==> config.mk <==
export PLATFORM = sky130hd
export DESIGN_NAME = instr_encoder
export DESIGN_NICKNAME = d
export VERILOG_FILES = /design/src/rtl/instr_encoder.sv
export SDC_FILE = /design/constraint.sdc
export NUM_CORES = 1
export LEC_CHECK = 0
export CAP_MARGIN = 0
export CORE_ASPECT_RATIO = 1.1
export CORE_MARGIN = 2
export CORE_UTILIZATION = 42
export CTS_BUF_LIST = sky130_fd_sc_hd__clkbuf_4 sky130_fd_sc_hd__clkbuf_8 sky130_fd_sc_hd__clkbuf_16
export DETAILED_ROUTE_END_ITERATION = 10
export SYNTH_ARGS = -nofsm -noshare
export SYNTH_HDL_FRONTEND = slang
export SYNTH_SLANG_ARGS = --single-unit
==> constraint.sdc <==
create_clock -name i_clk -period 5 [get_ports i_clk]
set_input_delay 0.5 -clock i_clk [delete_from_list [all_inputs] [get_ports i_clk]]
set_output_delay 0.5 -clock i_clk [all_outputs]
set_load 0.005 [all_outputs]
==> src/rtl/instr_encoder.sv <==
// rtl/instr_encoder.sv - packs instruction fields into 32-bit words and streams them to IMEM through a small FIFO
// Optional ALUop legality check: define INSTR_ENC_CHECK_EN.
module instr_encoder #(
  parameter int unsigned       FIFO_DEPTH = 4,
  parameter int unsigned       ADDR_W     = 8,
  parameter logic [ADDR_W-1:0] BASE_ADDR  = '0,
  parameter logic [3:0]        MAX_ALUOP  = 4'd9
) (
  input  logic              i_clk,
  input  logic              i_rst_n,
  input  logic              i_clear,
  input  logic              i_in_valid,
  output logic              o_in_ready,
  input  logic              i_in_imm_sel,
  input  logic [5:0]        i_in_rs,
  input  logic [5:0]        i_in_rd,
  input  logic [3:0]        i_in_aluop,
  input  logic [5:0]        i_in_rt,
  input  logic [14:0]       i_in_imm,
  output logic              o_imem_we,
  input  logic              i_imem_ready,
  output logic [ADDR_W-1:0] o_imem_addr,
  output logic [31:0]       o_imem_wdata,
  output logic [15:0]       o_words_written,
  output logic              o_addr_wrap,
  output logic              o_enc_err
);

  localparam int unsigned       PTR_W    = $clog2(FIFO_DEPTH);
  localparam logic [PTR_W:0]    PTR_ONE  = 1;
  localparam logic [ADDR_W-1:0] ADDR_ONE = 1;

`ifdef INSTR_ENC_CHECK_EN
  localparam bit CHECK_EN = 1'b1;
`else
  localparam bit CHECK_EN = 1'b0;
`endif

  logic [31:0]       r_mem [FIFO_DEPTH];
  logic [PTR_W:0]    r_wptr;
  logic [PTR_W:0]    r_rptr;
  logic              r_up;
  logic [ADDR_W-1:0] r_addr;
  logic [15:0]       r_words;
  logic              r_wrap;
  logic              r_err;

  logic              w_empty;
  logic              w_full;
  logic              w_in_ready;
  logic              w_accept;
  logic              w_illegal;
  logic              w_push;
  logic              w_pop;
  logic [14:0]       w_low;
  logic [31:0]       w_word;

  // Extra pointer MSB distinguishes full from empty when the indices match.
  assign w_empty    = (r_wptr == r_rptr);
  assign w_full     = (r_wptr[PTR_W] != r_rptr[PTR_W]) &&
                      (r_wptr[PTR_W-1:0] == r_rptr[PTR_W-1:0]);
  assign w_in_ready = r_up && !w_full && !i_clear;
  assign w_accept   = i_in_valid && w_in_ready;
  assign w_illegal  = CHECK_EN && (i_in_aluop > MAX_ALUOP);
  assign w_push     = w_accept && !w_illegal;
  assign w_pop      = !w_empty && i_imem_ready && !i_clear;

  assign w_low  = i_in_imm_sel ? i_in_imm : {i_in_rt, 9'd0};
  assign w_word = {i_in_imm_sel, i_in_rs, i_in_rd, i_in_aluop, w_low};

  always_ff @(posedge i_clk) begin
    if (w_push) begin
      r_mem[r_wptr[PTR_W-1:0]] <= w_word;
    end
  end

  always_ff @(posedge i_clk) begin
    if (!i_rst_n) begin
      r_wptr  <= '0;
      r_rptr  <= '0;
      r_up    <= 1'b0;
      r_addr  <= BASE_ADDR;
      r_words <= '0;
      r_wrap  <= 1'b0;
      r_err   <= 1'b0;
    end else begin
      r_up  <= 1'b1;
      r_err <= w_accept && w_illegal;
      if (i_clear) begin
        r_wptr <= '0;
        r_rptr <= '0;
        r_addr <= BASE_ADDR;
        r_wrap <= 1'b0;
      end else begin
        if (w_push) begin
          r_wptr <= r_wptr + PTR_ONE;
        end
        if (w_pop) begin
          r_rptr <= r_rptr + PTR_ONE;
          r_addr <= r_addr + ADDR_ONE;
          if (r_words != 16'hFFFF) begin
            r_words <= r_words + 16'd1;
          end
        end
        r_wrap <= w_pop && (&r_addr);
      end
    end
  end

  assign o_in_ready      = w_in_ready;
  assign o_imem_we       = !w_empty;
  assign o_imem_addr     = r_addr;
  assign o_imem_wdata    = w_empty ? 32'd0 : r_mem[r_rptr[PTR_W-1:0]];
  assign o_words_written = r_words;
  assign o_addr_wrap     = r_wrap;
  assign o_enc_err       = r_err;

endmodule
* Yosys cells after proc, flatten, opt, wreduce, memory -nomap -nowiden
Memory sizes are Yosys's and may differ from the RTL's. A register that Yosys moved wholly into a read port is not among the register bits.
Cells that the tools add are included.
** Storage, ports and cells
- Bits in registers :: 32
- Memory bits (writable) :: 128
- Bits of input ports :: 43
- Output and inout bits :: 60
- Logic and storage cells :: 37
- Memories kept :: 1
** Operators by class
- Add/sub/neg operators :: 4
- Eq/ne operators :: 4
- Multiplexer cells :: 7
- Bitwise operators :: 2
- Reduce and logical (&&, ||, !) cells :: 13
** Memory list
- r_mem :: depth 4, width 32, rd ports 1, clocked after Yosys merged registers in 1, wr ports 1, line 39 : logic [31:0] r_mem [FIFO_DEPTH];
** Operators with widths (number)
- 32-bit two-way mux :: 1
- 16-bit by 1-bit adder with 16-bit output, second input constant :: 1
- 16-bit inequality test, second input constant :: 1
- 15-bit two-way mux :: 1
- 8-bit by 1-bit adder with 8-bit output, second input constant :: 1
- 8-bit AND reduction :: 1
- 1-bit logical AND :: 7
- 3-bit by 1-bit adder with 3-bit output, second input constant :: 2
- 2-bit two-way mux :: 2
- 3-bit equality test :: 1
- 1-bit zero test :: 3
- 1-bit two-way mux :: 3
- 3-bit AND reduction :: 1
- 2-bit equality test :: 1
- 1-bit inverter :: 2
- 2-bit OR reduction :: 1
- 1-bit inequality test :: 1

* Depth between registers and ports, before layout
Gate-level depths: netlist of the first run.
- Word-level depth :: 8
- Mapped depth :: 7
- Mapped depth without buffers :: 5

* Worst setup path before layout of the first run
OpenSTA, ideal clock, no wires.
- Path kind :: flip-flop to flip-flop
- From :: reg r_wptr[1]
- To :: mem r_mem[3][0] (enable)
- Setup time :: 0.485 ns
- Data arrival time :: 3.367 ns
- Required time :: 4.515 ns
- Path slack :: 1.148 ns
- Cell stages (with the launch flop) :: 3
- Buffers on the path :: 0
- Period minus slack after synthesis :: 3.852 ns
- Cells stage by stage :: dfxtp_1 xnor2_1 a311oi_1
** Between the ends
- Longest elaborated chain between the ends :: 8
** RTL lines
- start, declared :: line 40 : logic [PTR_W:0] r_wptr;
- start signal, assigned :: line 96 : r_wptr <= r_wptr + PTR_ONE;
- 2-bit equality test :: line 61 : (r_wptr[PTR_W-1:0] == r_rptr[PTR_W-1:0]);
- 1-bit logical AND :: line 60 : assign w_full = (r_wptr[PTR_W] != r_rptr[PTR_W]) &&
- 1-bit zero test :: line 62 : assign w_in_ready = r_up && !w_full && !i_clear;
- 1-bit logical AND (2 in series) :: line 62
- 1-bit logical AND :: line 63 : assign w_accept = i_in_valid && w_in_ready;
- 1-bit two-way mux :: line 72 : if (w_push) begin
- 1-bit two-way mux (implied by the code) :: line 73 : r_mem[r_wptr[PTR_W-1:0]] <= w_word;
- end, declared :: line 39
Several ways; a longest one is shown, not always the timed one.

* Worst setup path in the final report of the first run
- From :: reg r_wptr[2]
- To :: out o_imem_wdata[22]
** Between the ends
- Longest elaborated chain between the ends :: 2
** RTL lines
- 3-bit equality test :: line 59 : assign w_empty = (r_wptr == r_rptr);
- 32-bit two-way mux :: line 113 : assign o_imem_wdata = w_empty ? 32'd0 : r_mem[r_rptr[PTR_W-1:0]];
- end, declared :: line 23 : output logic [31:0] o_imem_wdata,
Every way passes these cells.

==> impl_results.rst, run 1 <==
.. list-table::
   :header-rows: 1

   * - Metric
     - Value
   * - Initial Util
     - 42.9%
   * - Biggest fanout along the worst timing path
     - 34
   * - Register cell area after layout
     - 0.00453 mm^2
   * - Root buffer cell
     - clkbuf_16
   * - Bufs on Longest Clock Path
     - 2
   * - Placer Congestion
     - 0.767
   * - Worst IR drop on VDD
     - 0.259 mV
   * - Total number of vias
     - 3859
   * - Area enclosed by the die boundary
     - 0.0170 mm^2
   * - Max Clock Skew
     - 7.66 ps
   * - Required @ worst endpoint
     - 4500 ps
   * - Count of pins over their slew limit
     - 0
   * - Worst-Skew Late Latency
     - 420 ps
   * - Slowest cell on crit path
     - inv_1
   * - Die height
     - 137 um
   * - Final ANT Viol Nets
     - 0
   * - All-layer global routing usage
     - 15.7%
   * - Slack of the worst reg-to-reg path
     - 2380 ps
   * - Main flop type after synthesis
     - edfxtp_1
   * - Arrival time at the worst endpoint
     - 2900 ps
   * - Core region area
     - 0.0157 mm^2
   * - Number of distinct standard cells referenced by the synthesized netlist
     - 46
   * - Launching element type of the critical path
     - flop
   * - Final period util
     - 67.9%
   * - HPWL after detailed placement
     - 7.97 mm
   * - Power Total
     - 2.82 mW
   * - Total nets after synthesis
     - 463
   * - Count of max-cap constraint violations
     - 0
   * - Nets@finish
     - 567
   * - Layout area overhead
     - 26.7%
   * - Crit path time final
     - 3400 ps
   * - Cells along the critical path
     - xor2_2 > nor3_1 > inv_1 > and2_1 > clkdlybuf4s50_1
   * - Post-synthesis cell area
     - 0.00672 mm^2
   * - Number of search-and-repair iterations in the first detailed-routing pass
     - 5
   * - Number of post-CTS setup repair buffers
     - 0
   * - Fraction of final layout cells with drive strength greater than 1
     - 17.4%
   * - CP peak stage delay
     - 680 ps
   * - Number of antenna violations at the first check in global routing
     - 0
   * - Clock-pin slew on the worst setup and hold paths
     - 60 ps
   * - Total negative slack for setup checks
     - 0 ps
   * - Count of H-tree levels built during CTS
     - 4
   * - Placement Rows
     - 48
   * - Outcome
     - finished clean
   * - Hold Crit Class
     - reg -> reg
   * - Number of diodes added for antenna fixing
     - 0
   * - Fraction of the yosys area taken by sequential cells
     - 67.3%
   * - Fin. Hold Viols
     - 0
   * - Kind of capture point of the worst setup path
     - primary output
   * - Final routed wire length divided by cell count
     - 17.5 um
   * - Worst relative slew slack
     - 37.2%
   * - Count of routing violations after the opening detailed-route iteration
     - 277
   * - Power density over the cells
     - 331 mW/mm^2
   * - Fmax
     - 0.294 GHz
   * - Post-cts sizing count
     - 0
   * - Class of the most critical setup path
     - reg -> out
   * - Number of storage elements in the synthesis netlist
     - 162
   * - Detailed-route vias per instance
     - 5.29
   * - Total setup violations reported at the end of the flow
     - 0
   * - Count of synthesis-stage warnings from yosys
     - 0
   * - Clock buffer count from CTS
     - 17
   * - Number of flops mapped to enable cells by yosys
     - 128
   * - I/O pin count
     - 103
   * - Largest net degree at the start of global routing
     - 35
   * - Via count of the first global-routing pass
     - 3827
   * - Number of buffers inserted by port buffering
     - 101
   * - Final routed wirelength across all metal layers
     - 12.8 mm
   * - Wire length of the first global-routing pass
     - 20.2 mm
   * - Number of buffers inserted by hold repair at cts
     - 0
   * - Average size of a mapped cell
     - 16.3 um^2
   * - Overflow after GRT
     - 0
   * - FILL cells
     - 1252
   * - Synth async-reset ratio
     - 0%
   * - Unrepaired setup endpoints after global routing
     - false
   * - Lkg Pwr
     - 2.68 nW
   * - Multi-input gate area
     - 0.00207 mm^2
   * - Die X
     - 125 um
   * - TritonCTS Sinks
     - 162
   * - Slew at the pin with the worst max-slew slack
     - 942 ps
   * - Gate Count Post-Synth
     - 413
   * - TritonCTS clock tree
     - done
   * - DRC viols
     - 0
cells in the mapped netlist, drive strengths merged, types with 7 or more instances:
cell type / n / area (um^2)
edfxtp: 128 / 3840
and2: 44 / 275
a21oi: 16 / 80.1
dfxtp: 34 / 681
mux4: 32 / 721
o31ai: 14 / 110
or4: 11 / 82.6
nand2: 11 / 41.3
nor2: 10 / 37.5
clkbuf: 13 / 60.1
ha: 7 / 87.6
buf: 7 / 50.1
inv: 12 / 45.0
sequential cells by signal, indices dropped and copies added (netlist names), named ones only:
| register | count |
|---|---|
| o_addr_wrap | 1 |
| o_words_written | 16 |
| r_mem | 128 |
| r_up | 1 |
| r_rptr | 3 |
| o_imem_addr | 8 |
| r_wptr | 3 |
cell families (layout without fill, tap and decap cells):
logic type	after synthesis	in the layout	synth area share (%)
other	1	1	0.0558
buffers and inverters	32	149	2.31
multiplexers	43	43	12.5
AO/OA/AOI/OAI	45	45	4.95
flip-flops	162	162	67.3
adder cells (fa/ha/maj)	7	7	1.30
AND/OR/NAND/NOR	113	113	9.98
XOR/XNOR	10	10	1.64
worst paths after layout:
check,depth (start not counted),start,to
max,5,r_wptr[2],o_imem_wdata[22]
min,2,o_imem_addr[7],o_addr_wrap
max reg2reg,3,r_wptr[0],r_mem[1][17]
min reg2reg,2,o_imem_addr[7],o_addr_wrap
per-layer routing:
metal	vias up	wire, um	GRT usage (%)
met5	-	0	0
met4	0	98	5.74
met3	6	513	4.46
met2	88	6230	24.5
met1	1949	5930	21.1
li1	1816	-	-
power breakdown:
| group | total, mW | internal, mW | leakage (nW) | switching [mW] |
|---|---|---|---|---|
| registers | 1.47 | 1.46 | 1.44 | 0.00297 |
| logic | 0.0969 | 0.0546 | 0.965 | 0.0423 |
| clock network | 1.26 | 0.738 | 0.276 | 0.521 |
| total | 2.82 | 2.26 | 2.68 | 0.566 |
stage by stage:
stage                     util (%)  hold WS [ps]  worst slack [ps]  instance area (um^2)  instances
final                         54.3           507              1600                  8520        730
after global routing          54.3           532              1250                  8520        730
after CTS                     54.3           503              1510                  8520        730
after detailed placement      50.6           495              1870                  7930        698
after global placement        50.6           483              1940                  7930        698
after floorplan                  -           471              1150                  6720        413
critical path: cells and delay by family (launching register included):
family | cells | cell delay [ps]
xor gates and xnor gates | 1 | 430
buffers and inverters | 2 | 1190
DFF | 1 | 390
and+or+nand+nor | 2 | 450
layout make-up:
cell class / instances / share of cell area (%)
clock buffer: 17 / 4.99
tap: 200 / 2.94
sequential: 162 / 53.2
timing repair buffer: 105 / 12.2
clock inverter: 15 / 1.85
inverter: 12 / 0.529
multi-input combinational: 219 / 24.3
cell usage in the layout (no fill, tap or decap), types with 3 or more instances in the layout:
master / instances
edfxtp_1: 128
clkdlybuf4s50_1: 101
and2_1: 41
mux4_2: 32
dfxtp_1: 32
clkbuf_16: 17
a21oi_1: 16
o31ai_1: 13
inv_1: 12
nand2_1: 11
or4_1: 11
nor2_1: 10
ha_1: 7
mux2_2: 6
nand4_1: 6
nand3_1: 6
xnor2_1: 5
nand2b_1: 5
mux2i_1: 5
o21ai_0: 5
or3_1: 5
clkinvlp_4: 4
buf_4: 4
xor2_2: 3
nor3_1: 3
and2_2: 3
nor4_1: 3
inv_6: 3
clkinv_2: 3
clkinv_4: 3
Power figures use the tool's default switching activity.
==> run 2, diff against run 1 <==
==> constraint.sdc (replaced) <==
create_clock -name i_clk -period 3.5 [get_ports i_clk]
set_input_delay 0.35 -clock i_clk [delete_from_list [all_inputs] [get_ports i_clk]]
set_output_delay 0.35 -clock i_clk [all_outputs]
set_load 0.005 [all_outputs]
==> run 2 against run 1 <==
Against the previous run:
- power is 44% higher
- design area grew 1.5%
- sequential power grew 43%
- combinational power rose by 51%
- worst setup slack worse by 1000 ps
- cell count is 0.96% higher
- global-route usage grew 0.38 points
- sequential share of layout area down 0.80 points
- non-clock buffer count increased by 7
- sequential cell count unchanged
- utilization grew 0.83 points
- die area unchanged
- critical path type unchanged
==> impl_results.rst, run 2 (same netlist as run 1, synthesis figures left out) <==
.. list-table::
   :header-rows: 1

   * - Metric
     - Value
   * - Clock buffer count from CTS
     - 17 (unchanged)
   * - Number of antenna violations at the first check in global routing
     - 0 (unchanged)
   * - Crit. Startpoint
     - r_rptr[2]
   * - Clock-pin slew on the worst setup and hold paths
     - 60 ps (about the same)
   * - Fraction of final layout cells with drive strength greater than 1
     - 18.4% (+1.1 points)
   * - Top cell family by delay on the critical path
     - buffers and inverters
   * - Placement Rows
     - 48 (unchanged)
   * - Count of H-tree levels built during CTS
     - 4 (unchanged)
   * - Worst IR drop on VDD
     - 0.276 mV (+6.6%)
   * - Number of search-and-repair iterations in the first detailed-routing pass
     - 4 (-1)
   * - Most used cells in the layout excluding fill and tap cells
     - edfxtp_1 (128), clkdlybuf4s50_1 (101), and2_1 (41)
   * - Final period util
     - 83.0%
   * - Cells along the critical path
     - xor2_2 > nor3_1 > inv_1 > buf_4 > and2_1 > clkdlybuf4s50_1
   * - FF-to-FF path depth
     - 4 (+1)
   * - Critical register-to-register path startpoint
     - r_wptr[1]
   * - Unrepaired setup endpoints after global routing
     - false
   * - Bufs on Longest Clock Path
     - 2 (unchanged)
   * - Slew at the pin with the worst max-slew slack
     - 771 ps (-171 ps)
   * - Max Clock Skew
     - 7.08 ps (-0.580 ps)
   * - Endpoint of the most critical setup path
     - o_imem_wdata[18]
   * - Number of post-CTS setup repair buffers
     - 0 (unchanged)
   * - Placer Congestion
     - 0.744 (-3.0%)
   * - Required @ worst endpoint
     - 3150 ps (-1350 ps)
   * - Flop pwr share
     - 51.4% (-0.6 points)
   * - Number of buffers inserted by hold repair at cts
     - 0 (unchanged)
   * - Biggest fanout along the worst timing path
     - 34 (unchanged)
   * - Final routed wire length divided by cell count
     - 17.8 um (+1.7%)
   * - Overflow after GRT
     - 0 (unchanged)
   * - Power density over the cells
     - 471 mW/mm^2 (+42%)
   * - Launching element type of the critical path
     - flop
   * - Sw Ratio
     - 18.2% (-1.8 points)
   * - DRC viols
     - 0 (unchanged)
   * - Crit path time final
     - 2900 ps
   * - Fmax
     - 0.344 GHz
   * - Share of power burned in combinational logic
     - 3.6% (+0.2 points)
   * - I/O pin count
     - 103 (unchanged)
   * - FILL cells
     - 1242 (-0.80%)
   * - Final ANT Viol Nets
     - 0 (unchanged)
   * - Lkg Pwr
     - 2.76 nW (+3.0%)
   * - Via count of the first global-routing pass
     - 3979 (+4.0%)
   * - Detailed-route vias per instance
     - 5.18 (-2.0%)
   * - Core region area
     - 0.0157 mm^2 (unchanged)
   * - Total negative slack for setup checks
     - 0 ps (unchanged)
   * - Die X
     - 125 um (unchanged)
   * - Worst-Skew Late Latency
     - 410 ps (about the same)
   * - Worst Path Buf+Inv
     - 3 (+1)
   * - Die height
     - 137 um (unchanged)
   * - Net switching power
     - 0.743 mW (+31%)
   * - Class of the most critical setup path
     - reg -> out
   * - Slack of the worst reg-to-reg path
     - 1060 ps (-1320 ps)
   * - Initial Util
     - 42.9% (unchanged)
   * - Logic depth of the worst path, buffers included
     - 6 (+1)
   * - Worst relative slew slack
     - 48.6% (+11 points)
   * - Slowest cell on crit path
     - clkdlybuf4s50_1
   * - Power Total
     - 4.08 mW (+44%)
   * - TritonCTS Sinks
     - 162 (unchanged)
   * - Final routed wirelength across all metal layers
     - 13.1 mm (+2.6%)
   * - Wire length of the first global-routing pass
     - 20.8 mm (+3.1%)
   * - HPWL after detailed placement
     - 8.50 mm (+6.7%)
   * - Post-cts sizing count
     - 0 (unchanged)
   * - Fin. Hold Viols
     - 0 (unchanged)
   * - Total number of vias
     - 3819 (-1.0%)
   * - Final core utilization
     - 55.2% (+0.83 points)
   * - Portion of total power attributed to the clock network
     - 45.0% (+0.4 points)
   * - Count of max-cap constraint violations
     - 0 (unchanged)
   * - Nets@finish
     - 574 (+1.2%)
   * - Area enclosed by the die boundary
     - 0.0170 mm^2 (unchanged)
   * - Arrival time at the worst endpoint
     - 2550 ps (-350 ps)
   * - Kind of capture point of the worst setup path
     - primary output
   * - Count of routing violations after the opening detailed-route iteration
     - 335 (+21%)
   * - Largest net degree at the start of global routing
     - 35 (unchanged)
   * - Most common cell after layout, fill and taps aside
     - edfxtp_1
   * - TritonCTS clock tree
     - done
   * - Placed cell area
     - 0.00805 mm^2 (+1.5%)
   * - Final Cell Area
     - 0.00865 mm^2 (+1.5%)
   * - Outcome
     - finished clean
   * - Number of buffers inserted by port buffering
     - 101 (unchanged)
   * - All-layer global routing usage
     - 16.0% (+0.38 points)
   * - CP peak stage delay
     - 500 ps (-180 ps)
   * - Hold Crit Class
     - reg -> reg
   * - Count of pins over their slew limit
     - 0 (unchanged)
   * - Reg-to-reg endpoint
     - r_mem[0][5]
   * - Layout area overhead
     - 28.6%
   * - Internal Power
     - 3.33 mW (+48%)
   * - Total setup violations reported at the end of the flow
     - 0 (unchanged)
   * - Number of diodes added for antenna fixing
     - 0 (unchanged)
   * - Number of flip-flops in the largest register
     - 128 (unchanged)
   * - Root buffer cell
     - clkbuf_16
-- run 2: cell count changes in the layout (fill, tap and decap cells not counted) --
cell        previous run  this run
clkinvlp_4             4         0
clkinv_2               3         4
buf_12                 0         5
clkbuf_4               0         5
buf_4                  4         6
clkinv_4               3         0
clkbuf_8               0         4
inv_6                  3         0
-- run 2: area by class of cell --
| type | instances | area [um^2] | share of cell area (%) |
|---|---|---|---|
| clock buffer | 26 | 518 | 5.99 |
| multi-input combinational | 219 | 2070 | 23.9 |
| inverter | 12 | 45.0 | 0.521 |
| clock inverter | 6 | 80.1 | 0.926 |
| sequential | 162 | 4530 | 52.4 |
| tap | 200 | 250 | 2.89 |
| timing repair buffer | 112 | 1160 | 13.4 |
-- run 2: worst reg2reg max path, stage by stage, from the launching register on --
cell and delay, ps:
dfxtp_1 490, xnor2_1 200, a311oi_1 660, and2_2 570, buf_12 230
-- run 2: how the worst min path moves through the flow --
stage | start | endpoint | cells after the start
finish | o_words_written[13] | o_words_written[13] | 2
detailed placement | o_words_written[13] | o_words_written[13] | 2
global placement | o_words_written[13] | o_words_written[13] | 2
CTS | o_words_written[13] | o_words_written[13] | 2
global route | o_words_written[13] | o_words_written[13] | 2
floorplan | i_rst_n | r_up | 0
-- run 2: layer usage --
layer	routed length (um)	share of wire, %	track usage, %
met1	5960	45	21.3
met2	6430	49	25.9
met3	554	4.2	4.57
met4	162	1.2	4.99
met5	0	0	0
-- run 2: stage by stage --
step / worst slack (ps) / instances / hold slack [ps]
floorplan: 909 / 413 / 378
global placement: 782 / 705 / 470
detailed placement: 671 / 705 / 483
CTS: 528 / 737 / 493
global route: 384 / 737 / 509
finish: 596 / 737 / 486
-- run 2: power groups by stage --
stage | sequential (mW) | clock (mW) | combinational, mW
after floorplan | 2.14 | 0 | 0.0567
after global placement | 2.14 | 0 | 0.144
after detailed placement | 2.14 | 0 | 0.148
after CTS | 2.10 | 1.87 | 0.149
after global routing | 2.10 | 1.95 | 0.159
final | 2.10 | 1.83 | 0.146
